==> src/rtl/dm_store_buffer.sv <==
// Posted-write store buffer in front of the data memory: stores are queued in
// program order, drained one per free dm cycle, and forwarded to probing loads.
module dm_store_buffer #(
  parameter int DEPTH = 4,
  parameter int AW    = 5,
  parameter int DW    = 32
) (
  input  logic          Clk,
  input  logic          Reset,
  input  logic          St_valid,
  input  logic [AW-1:0] St_addr,
  input  logic [DW-1:0] St_data,
  output logic          St_ready,
  input  logic [AW-1:0] Ld_addr,
  output logic          Ld_hit,
  output logic [DW-1:0] Ld_data,
  input  logic          Dm_busy,
  output logic [AW-1:0] A,
  output logic [DW-1:0] D,
  output logic          Memwrite,
  output logic          Empty
);

  localparam int PW = $clog2(DEPTH);
  localparam int CW = PW + 1;
  localparam logic [CW-1:0] FULL = CW'(DEPTH);

  logic [AW-1:0] addr_q [DEPTH];
  logic [DW-1:0] data_q [DEPTH];
  logic [PW-1:0] head;
  logic [PW-1:0] tail;
  logic [CW-1:0] count;
  logic          push;
  logic          drain;
  logic [PW-1:0] probe_idx;

  // Store handshake: a store transfers on the rising edge where St_valid and
  // St_ready are both high; St_ready depends only on the occupancy count, so a
  // full buffer refuses even when a drain frees a slot on that same edge.
  assign Empty    = (count == '0);
  assign St_ready = (count < FULL);
  assign Memwrite = !Empty && !Dm_busy;
  assign A        = Empty ? '0 : addr_q[head];
  assign D        = Empty ? '0 : data_q[head];
  assign push     = St_valid && St_ready;
  assign drain    = Memwrite;

  always_ff @(posedge Clk or negedge Reset) begin
    if (!Reset) begin
      head  <= '0;
      tail  <= '0;
      count <= '0;
    end else begin
      if (push) tail <= tail + PW'(1);
      if (drain) head <= head + PW'(1);
      case ({push, drain})
        2'b10:   count <= count + CW'(1);
        2'b01:   count <= count - CW'(1);
        default: count <= count;
      endcase
    end
  end

  // Payload needs no reset: only entries inside [head, head+count) are ever observed.
  always_ff @(posedge Clk) begin
    if (push) begin
      addr_q[tail] <= St_addr;
      data_q[tail] <= St_data;
    end
  end

  // Walk entries oldest to youngest so the last match wins.
  always_comb begin
    Ld_hit    = 1'b0;
    Ld_data   = '0;
    probe_idx = '0;
    for (int i = 0; i < DEPTH; i++) begin
      probe_idx = head + PW'(i);
      if ((CW'(i) < count) && (addr_q[probe_idx] == Ld_addr)) begin
        Ld_hit  = 1'b1;
        Ld_data = data_q[probe_idx];
      end
    end
  end

endmodule

==> config.mk <==
export PLATFORM = sky130hd
export DESIGN_NAME = dm_store_buffer
export DESIGN_NICKNAME = d
export VERILOG_FILES = /design/src/rtl/dm_store_buffer.sv
export SDC_FILE = /design/constraint.sdc
export NUM_CORES = 1
export LEC_CHECK = 0
export ABC_AREA = 0
export CAP_MARGIN = 30
export CORE_AREA = 2 2 156 158
export CTS_CLUSTER_SIZE = 10
export DETAILED_ROUTE_END_ITERATION = 7
export DIE_AREA = 0 0 158 160
export GPL_TIMING_DRIVEN = 0
export PLACE_DENSITY_LB_ADDON = 0.3
export SLEW_MARGIN = 20
export SYNTH_ARGS = -nofsm -noshare
export SYNTH_HDL_FRONTEND = slang
export SYNTH_SLANG_ARGS = --single-unit
==> constraint.sdc <==
create_clock -name Clk -period 4 [get_ports Clk]
set_clock_uncertainty 0.1 [all_clocks]
set_input_delay 0.8 -clock Clk [delete_from_list [all_inputs] [get_ports Clk]]
set_output_delay 0.8 -clock Clk [all_outputs]
set_load 0.03 [all_outputs]
==> results of run 1 <==
==> cell usage in the layout (no fill, tap or decap), types with 4 or more instances in the layout <==
master           instances
edfxtp_1               148
nand2_1                 99
nor2_1                  66
a21oi_1                 65
mux2i_1                 65
mux2_1                  54
clkdlybuf4s50_1         53
nor2b_1                 39
o21ai_0                 34
nor3_1                  32
o211ai_1                32
buf_6                   30
clkbuf_1                29
buf_4                   29
dlygate4sd2_1           29
o221ai_2                26
clkbuf_2                22
a31oi_1                 22
mux4_2                  20
xnor2_1                 19
clkbuf_16               19
buf_2                   13
mux2_2                  10
ha_1                     9
a31oi_2                  7
dfrtp_1                  7
clkinvlp_4               6
buf_12                   5
o221ai_1                 5
nand4_1                  4
buf_8                    4
and2_2                   4
bufinv_16                4
==> registers in the layout (all words and copies together), names as in the netlist <==
name,count
head,2
count,3
data_q,128
addr_q,20
tail,2
==> worst max-delay path, delay by kind of cell (launching register included) <==
| kind | cells | cell delay (ns) |
|---|---|---|
| compound gates | 3 | 0.55 |
| buf+inv | 8 | 1.28 |
| mux | 1 | 0.54 |
| flops | 1 | 0.33 |
| xor+xnor | 1 | 0.19 |
==> layer usage <==
layer  routed length, um  vias to the layer above  track usage
li1                    -                     3604            -
met1               11700                     3822        0.297
met5                   0                        -            0
met2               14000                      435        0.367
met3                2220                       74       0.0469
met4                 935                        0       0.0835
==> worst max path at each step <==
stage | from | to | cells past startpoint
floorplan | head[1]$_DFFE_PN0P_ | Ld_data[10] | 10
CTS | head[0]$_DFFE_PN0P_ | Ld_data[0] | 12
global placement | head[1]$_DFFE_PN0P_ | Ld_data[0] | 11
finish | head[0]$_DFFE_PN0P_ | Ld_data[6] | 13
detailed placement | head[1]$_DFFE_PN0P_ | Ld_data[0] | 11
global route | head[0]$_DFFE_PN0P_ | Ld_data[19] | 13
==> layout make-up <==
class                   instances  area share
multi-input cells             631       0.391
flip-flops and latches        155       0.372
repair buffers                139       0.113
plain buffers                  81      0.0391
clock buffers                  21      0.0363
well taps                     324      0.0327
clock inverters                11      0.0137
inverters                       6     0.00181
diodes                          1    0.000202
==> power breakdown <==
| group | switching, mW | internal, mW | leakage, nW |
|---|---|---|---|
| combinational | 3.86 | 2.33 | 2.68 |
| clock | 0.646 | 1.06 | 0.282 |
| sequential | 0.123 | 2.04 | 1.43 |
| total | 4.63 | 5.43 | 4.39 |
==> synth_stat cells, types with 20 or more instances <==
cell type  number
mux4_2         20
a21oi_1        66
xnor2_1        22
nand2_1        99
a31oi_1        32
clkbuf_1       50
nor2b_1        39
o211ai_1       32
o21ai_0        34
mux2_1         54
nor2_1         66
nor3_1         34
edfxtp_1      148
o221ai_1       32
mux2i_1        65
==> timing repair <==
action	4_1_cts	5_1_grt
pin swaps	7	10
gates cloned	0	2
endpoints found under the setup margin	65	40
buffers inserted	9	8
gates resized for setup	349	39
==> logic make-up (layout without fill, tap and decap cells) <==
logic type               count (synthesis)  after routing  synth area share
multiplexers                           149            149             0.191
flip-flops                             155            155             0.484
AND/OR/NAND/NOR                        249            249             0.116
other                                    0              1                 0
XOR/XNOR                                26             26            0.0238
adder cells (fa/ha/maj)                  9              9            0.0118
AO/OA/AOI/OAI                          198            198             0.131
buffers and inverters                   88            258            0.0430
==> out/qor.csv, run 1 <==
metric;value;unit
Seq/Total Area, Yosys;0.484;
Power per Cell Area;811;nW/um2
Async SR Flop Fraction;0.0452;
core area;23800;um2
Ports;119;
R2R cell count;7;
ratio of cells with drive above 1 in the final layout;0.212;
Final WS setup;-0.214;ns
die footprint;25300;um2
Reg clk slew, reported paths;0.06;ns
vias in the first global route;7771;
worst flop-to-flop path startpoint;head[1]$_DFFE_PN0P_;
worst path arrival time;3.31;ns
TNS Setup;-5.82;ns
worst vdd ir;0.456;mV
top area cells in the synthesized netlist;edfxtp_1, mux2i_1, mux2_1;
Routed WL per cell;21.1;um
Reg area;4620;um2
Final min period;4.21;ns
WHS Endpoint;count[1]$_DFFE_PN0P_;
synthesized area;9550;um2
Hold Path Class;reg2reg;
reg-to-reg endpoint;head[1]$_DFFE_PN0P_;
first-pass GRT wire length;43100;um
Starting Density;0.401;
worst setup path class;reg2out;
count of hold-fix buffers inserted at cts;0;
Min Hold Slack;0.473;ns
Max Cap Viol;0;
DP Cell Count;1318;
Synth warnings;0;
status;finished with violations;
crit-path cells;buf_6 > buf_12 > buf_12 > buf_2 > buf_4 > mux4_2 > xor2_2 > a311oi_4 > buf_6 > clkbuf_16 > a31oi_1 > o221ai_1 > buf_4;
Worst-Skew Late Latency;0.43;ns
Setup WS pre-CTS;-1.07;ns
die extent in y;160;um
WL final;28900;um
worst slew pin tran;0.746;ns
clk root buf;clkbuf_16;
Slew Limit Fails;0;
Vias/cell;5.80;
Final Cycle Share;1.05;
htree depth;4;
RSZ-0062 raised after global routing;yes;
element type at the critical path end;output pin;
Max stage delay on crit path;0.54;ns
Leak;4.39;nW
DR vias;7935;
final setup vio count;33;
post-synthesis cell count;874;
# DRC;0;
clock sinks;155;
Multi-input gate area;4850;um2
slowest CP cell;mux4_2;
Non-Filler Cell Area, Final;12400;um2
largest net degree at the start of global routing;23;
Nets;1086;
initial antenna violation count;1;
Finished Layout Cells;1369;
width of the die;158;um
fmax;0.237;GHz
Synth top area share;0.465;
Synth Net Count;929;
placed inst area;11200;um2
Slew HR;0.503;
worst hold start;count[1]$_DFFE_PN0P_;
initial detailed-routing violation count;784;
placed wire-length estimate;19600;um
Design Power;10.1;mW
Avg Inst Size Synth;10.9;um2
Worst Path Max Fanout;6;
Hold Fails Final Rpt;0;
failing checks;negative setup slack;
required time of the critical path;3.10;ns
Yosys reg bits;155;
EDFF count, synth;148;
fin util;0.521;
FF-to-FF setup slack;1.54;ns
grt ovf;0;
CTS tree;built;
Synth Flop Type;edfxtp_1;
GPL Wtd Cong;0.873;
Fill cells;2117;
Unique masters post-synth;32;
hold path depth;2;
area grow syn2layout;30.0;%
total CTS buffers;17;
first drt pass iteration count;7;
Yosys top cell by area;edfxtp_1;
clk buf depth;2;
GRT Overall Usage;0.226;
Final ANT Viol Nets;0;
num rows;57;
CP Launch Type;register;
I/O Buffers;116;
Note: power is estimated with default switching activity, not from simulation.
==> run 2: changes to the inputs <==
Settings changed: SLEW_MARGIN 20 to 10.
==> results of run 2 <==
No change in the layout: final DEF, timing and power equal those of run 1.
==> run 3: changes to the inputs <==
Clock period 4 ns to 3.86 ns, I/O delays scaled along.
==> run 3 against run 2 <==
  * The run still ends with negative setup slack left
  * Sequential power increased by 4%
  * Setup slack got worse by 0.11 ns
  * Non-clock buffer count increased by 2
  * Sequential share of layout area about the same
  * Critical path depth decreased by 1
  * Worst hold slack about the same
  * Core utilization about the same
  * Die area unchanged
  * Clock power increased by 4%
  * Count of clock-buffer cells in the layout unchanged
  * Total power increased by 4.2%
  * Highest routed layer unchanged
==> out/qor.csv, run 3 (synthesis results as in run 1) <==
metric;value;unit;change
largest net degree at the start of global routing;23;;unchanged
GPL Wtd Cong;0.873;;unchanged
worst setup path class;reg2out;;unchanged
hold path depth;2;;unchanged
Leak;4.40;nW;was 4.39 nW
core area;23800;um2;unchanged
clock sinks;155;;unchanged
ratio of cells with drive above 1 in the final layout;0.218;;was 0.212
die footprint;25300;um2;unchanged
grt ovf;0;;unchanged
Nets;1088;;was 1086
FF-to-FF setup slack;1.39;ns;was 1.54 ns
Routed WL per cell;21.1;um;about the same
DP Cell Count;1318;;unchanged
status;finished with violations;;unchanged
register with the most flip-flops;data_q;;unchanged
first-pass GRT wire length;43300;um;was 43100 um
WHS Endpoint;count[1]$_DFFE_PN0P_;;unchanged
fmax;0.239;GHz;
Min Hold Slack;0.473;ns;about the same
initial detailed-routing violation count;827;;was 784
Vias/cell;5.76;;was 5.80
initial antenna violation count;1;;unchanged
Design Power;10.5;mW;was 10.1 mW
Hold Path Class;reg2reg;;unchanged
Power per Cell Area;844;nW/um2;was 811 nW/um2
GRT Overall Usage;0.227;;was 0.226
worst vdd ir;0.468;mV;was 0.456 mV
CP Launch Type;register;;unchanged
worst hold start;count[1]$_DFFE_PN0P_;;unchanged
commonest non-fill, non-tap cell in the layout;edfxtp_1;;unchanged
Fill cells;2106;;was 2117
Worst-Skew Late Latency;0.43;ns;about the same
Final ANT Viol Nets;0;;unchanged
Starting Density;0.401;;unchanged
Max Cap Viol;0;;unchanged
Pint;5.68;mW;was 5.43 mW
vias in the first global route;7824;;was 7771
worst flop-to-flop path startpoint;head[1]$_DFFE_PN0P_;;unchanged
DR vias;7894;;was 7935
WL final;28900;um;about the same
Reg clk slew, reported paths;0.06;ns;about the same
crit-path cells;buf_6 > buf_12 > buf_12 > mux4_2 > xnor2_2 > nand4_1 > a311oi_4 > buf_6 > buf_8 > a31oi_1 > o221ai_1 > buf_4;;was buf_6 > buf_12 > buf_12 > buf_2 > buf_4 > mux4_2 > xor2_2 > a311oi_4 > buf_6 > clkbuf_16 > a31oi_1 > o221ai_1 > buf_4
die extent in y;160;um;unchanged
clk root buf;clkbuf_16;;unchanged
width of the die;158;um;unchanged
Seq pwr share;0.214;;was 0.215
RSZ-0062 raised after global routing;yes;;unchanged
Final min period;4.18;ns;
Clock Power Share;0.168;;was 0.169
Largest register FFs;128;;unchanged
Comb pwr share;0.618;;was 0.615
Slew HR;0.490;;was 0.503
total CTS buffers;17;;unchanged
Top Registers;data_q x128, addr_q x20, count x3;;unchanged
R2R cell count;7;;unchanged
CTS tree;built;;unchanged
required time of the critical path;2.99;ns;was 3.10 ns
Slew Limit Fails;0;;unchanged
Psw;4.80;mW;was 4.63 mW
switching portion of total power;0.458;;was 0.460
worst path arrival time;3.31;ns;about the same
Hold Fails Final Rpt;0;;unchanged
Finished Layout Cells;1371;;was 1369
failing checks;negative setup slack;;unchanged
I/O Buffers;116;;unchanged
Final Cycle Share;1.08;;
Max stage delay on crit path;0.54;ns;about the same
first drt pass iteration count;6;;was 7
Ports;119;;unchanged
most frequent cells in the layout;edfxtp_1, nand2_1, nor2_1;;unchanged
final setup vio count;33;;unchanged
clk buf depth;2;;unchanged
reg-to-reg endpoint;head[1]$_DFFE_PN0P_;;unchanged
# DRC;0;;unchanged
Final WS setup;-0.323;ns;was -0.214 ns
worst slew pin tran;0.765;ns;was 0.746 ns
area grow syn2layout;30.0;%;about the same
Worst Path Max Fanout;10;;was 6
slowest CP cell;mux4_2;;unchanged
element type at the critical path end;output pin;;unchanged
num rows;57;;unchanged
placed wire-length estimate;19600;um;unchanged
htree depth;4;;unchanged
## run 3: cell count changes in the layout (fill, tap and decap cells not counted), moves of 3 or more
cell,before,now
a31oi_2,7,2
clkdlybuf4s15_1,0,6
clkbuf_2,22,30
a31oi_1,22,28
buf_2,13,10
dlygate4sd2_1,29,16
## run 3: worst max path at each step
stage,from,endpoint,depth (start not counted)
floorplan,head[1]$_DFFE_PN0P_,Ld_data[10],10
global placement,head[1]$_DFFE_PN0P_,Ld_data[0],11
detailed placement,head[1]$_DFFE_PN0P_,Ld_data[0],11
CTS,head[0]$_DFFE_PN0P_,Ld_data[23],12
global route,head[0]$_DFFE_PN0P_,Ld_data[12],13
finish,head[0]$_DFFE_PN0P_,Ld_data[29],12
## run 3: layout make-up
cell class                      count  area (um2)  share of cell area
Antenna cell                        1        2.50            0.000202
Tap cell                          324         405              0.0327
Clock inverter                     11         170              0.0137
Sequential cell                   155        4620               0.372
Buffer                             81         484              0.0390
Multi-Input combinational cell    631        4810               0.388
Inverter                            6        22.5             0.00181
Clock buffer                       21         450              0.0363
Timing Repair Buffer              141        1450               0.117
## run 3: through the flow
stage	setup TNS, ns	util	setup WS, ns	area (um2)
floorplan	0	-	0.114	9550
global placement	-46.86	0.467	-1.12	11100
detailed placement	-49.69	0.471	-1.18	11200
CTS	-6.25	0.510	-0.243	12100
global route	-12.82	0.521	-0.422	12400
finish	-9.25	0.521	-0.323	12400
## run 3: per-layer routing
layer | wire (um) | track usage | part of all wire | up-vias
li1 | - | - | - | 3610
met1 | 12000 | 0.295 | 0.41 | 3815
met2 | 14000 | 0.372 | 0.48 | 401
met3 | 2000 | 0.0480 | 0.069 | 68
met4 | 936 | 0.0844 | 0.032 | 0
met5 | 0 | 0 | 0 | -
## run 3: power by group through the flow
stage | logic (mW) | clock network [mW] | registers (mW)
after floorplan | 4.04 | 0 | 2.24
after global placement | 5.98 | 0 | 2.28
after detailed placement | 6.06 | 0 | 2.28
after CTS | 6.18 | 1.76 | 2.24
after global routing | 6.88 | 1.84 | 2.27
final | 6.47 | 1.76 | 2.25
## run 3: worst max-delay path, delay by kind of cell, from the launching register on
family	cells	cell delay [ns]
buf+inv	6	0.95
xor+xnor	1	0.17
compound gates	3	0.65
simple gates	1	0.22
flops	1	0.33
mux	1	0.54
## run 3: repair_timing
action,CTS,global route
pin swaps,6,9
hold buffers,0,0
hold endpoints to repair,0,0
gates cloned,0,3
buffers inserted,11,7
endpoints found under the setup margin,70,62
resized for setup,355,57
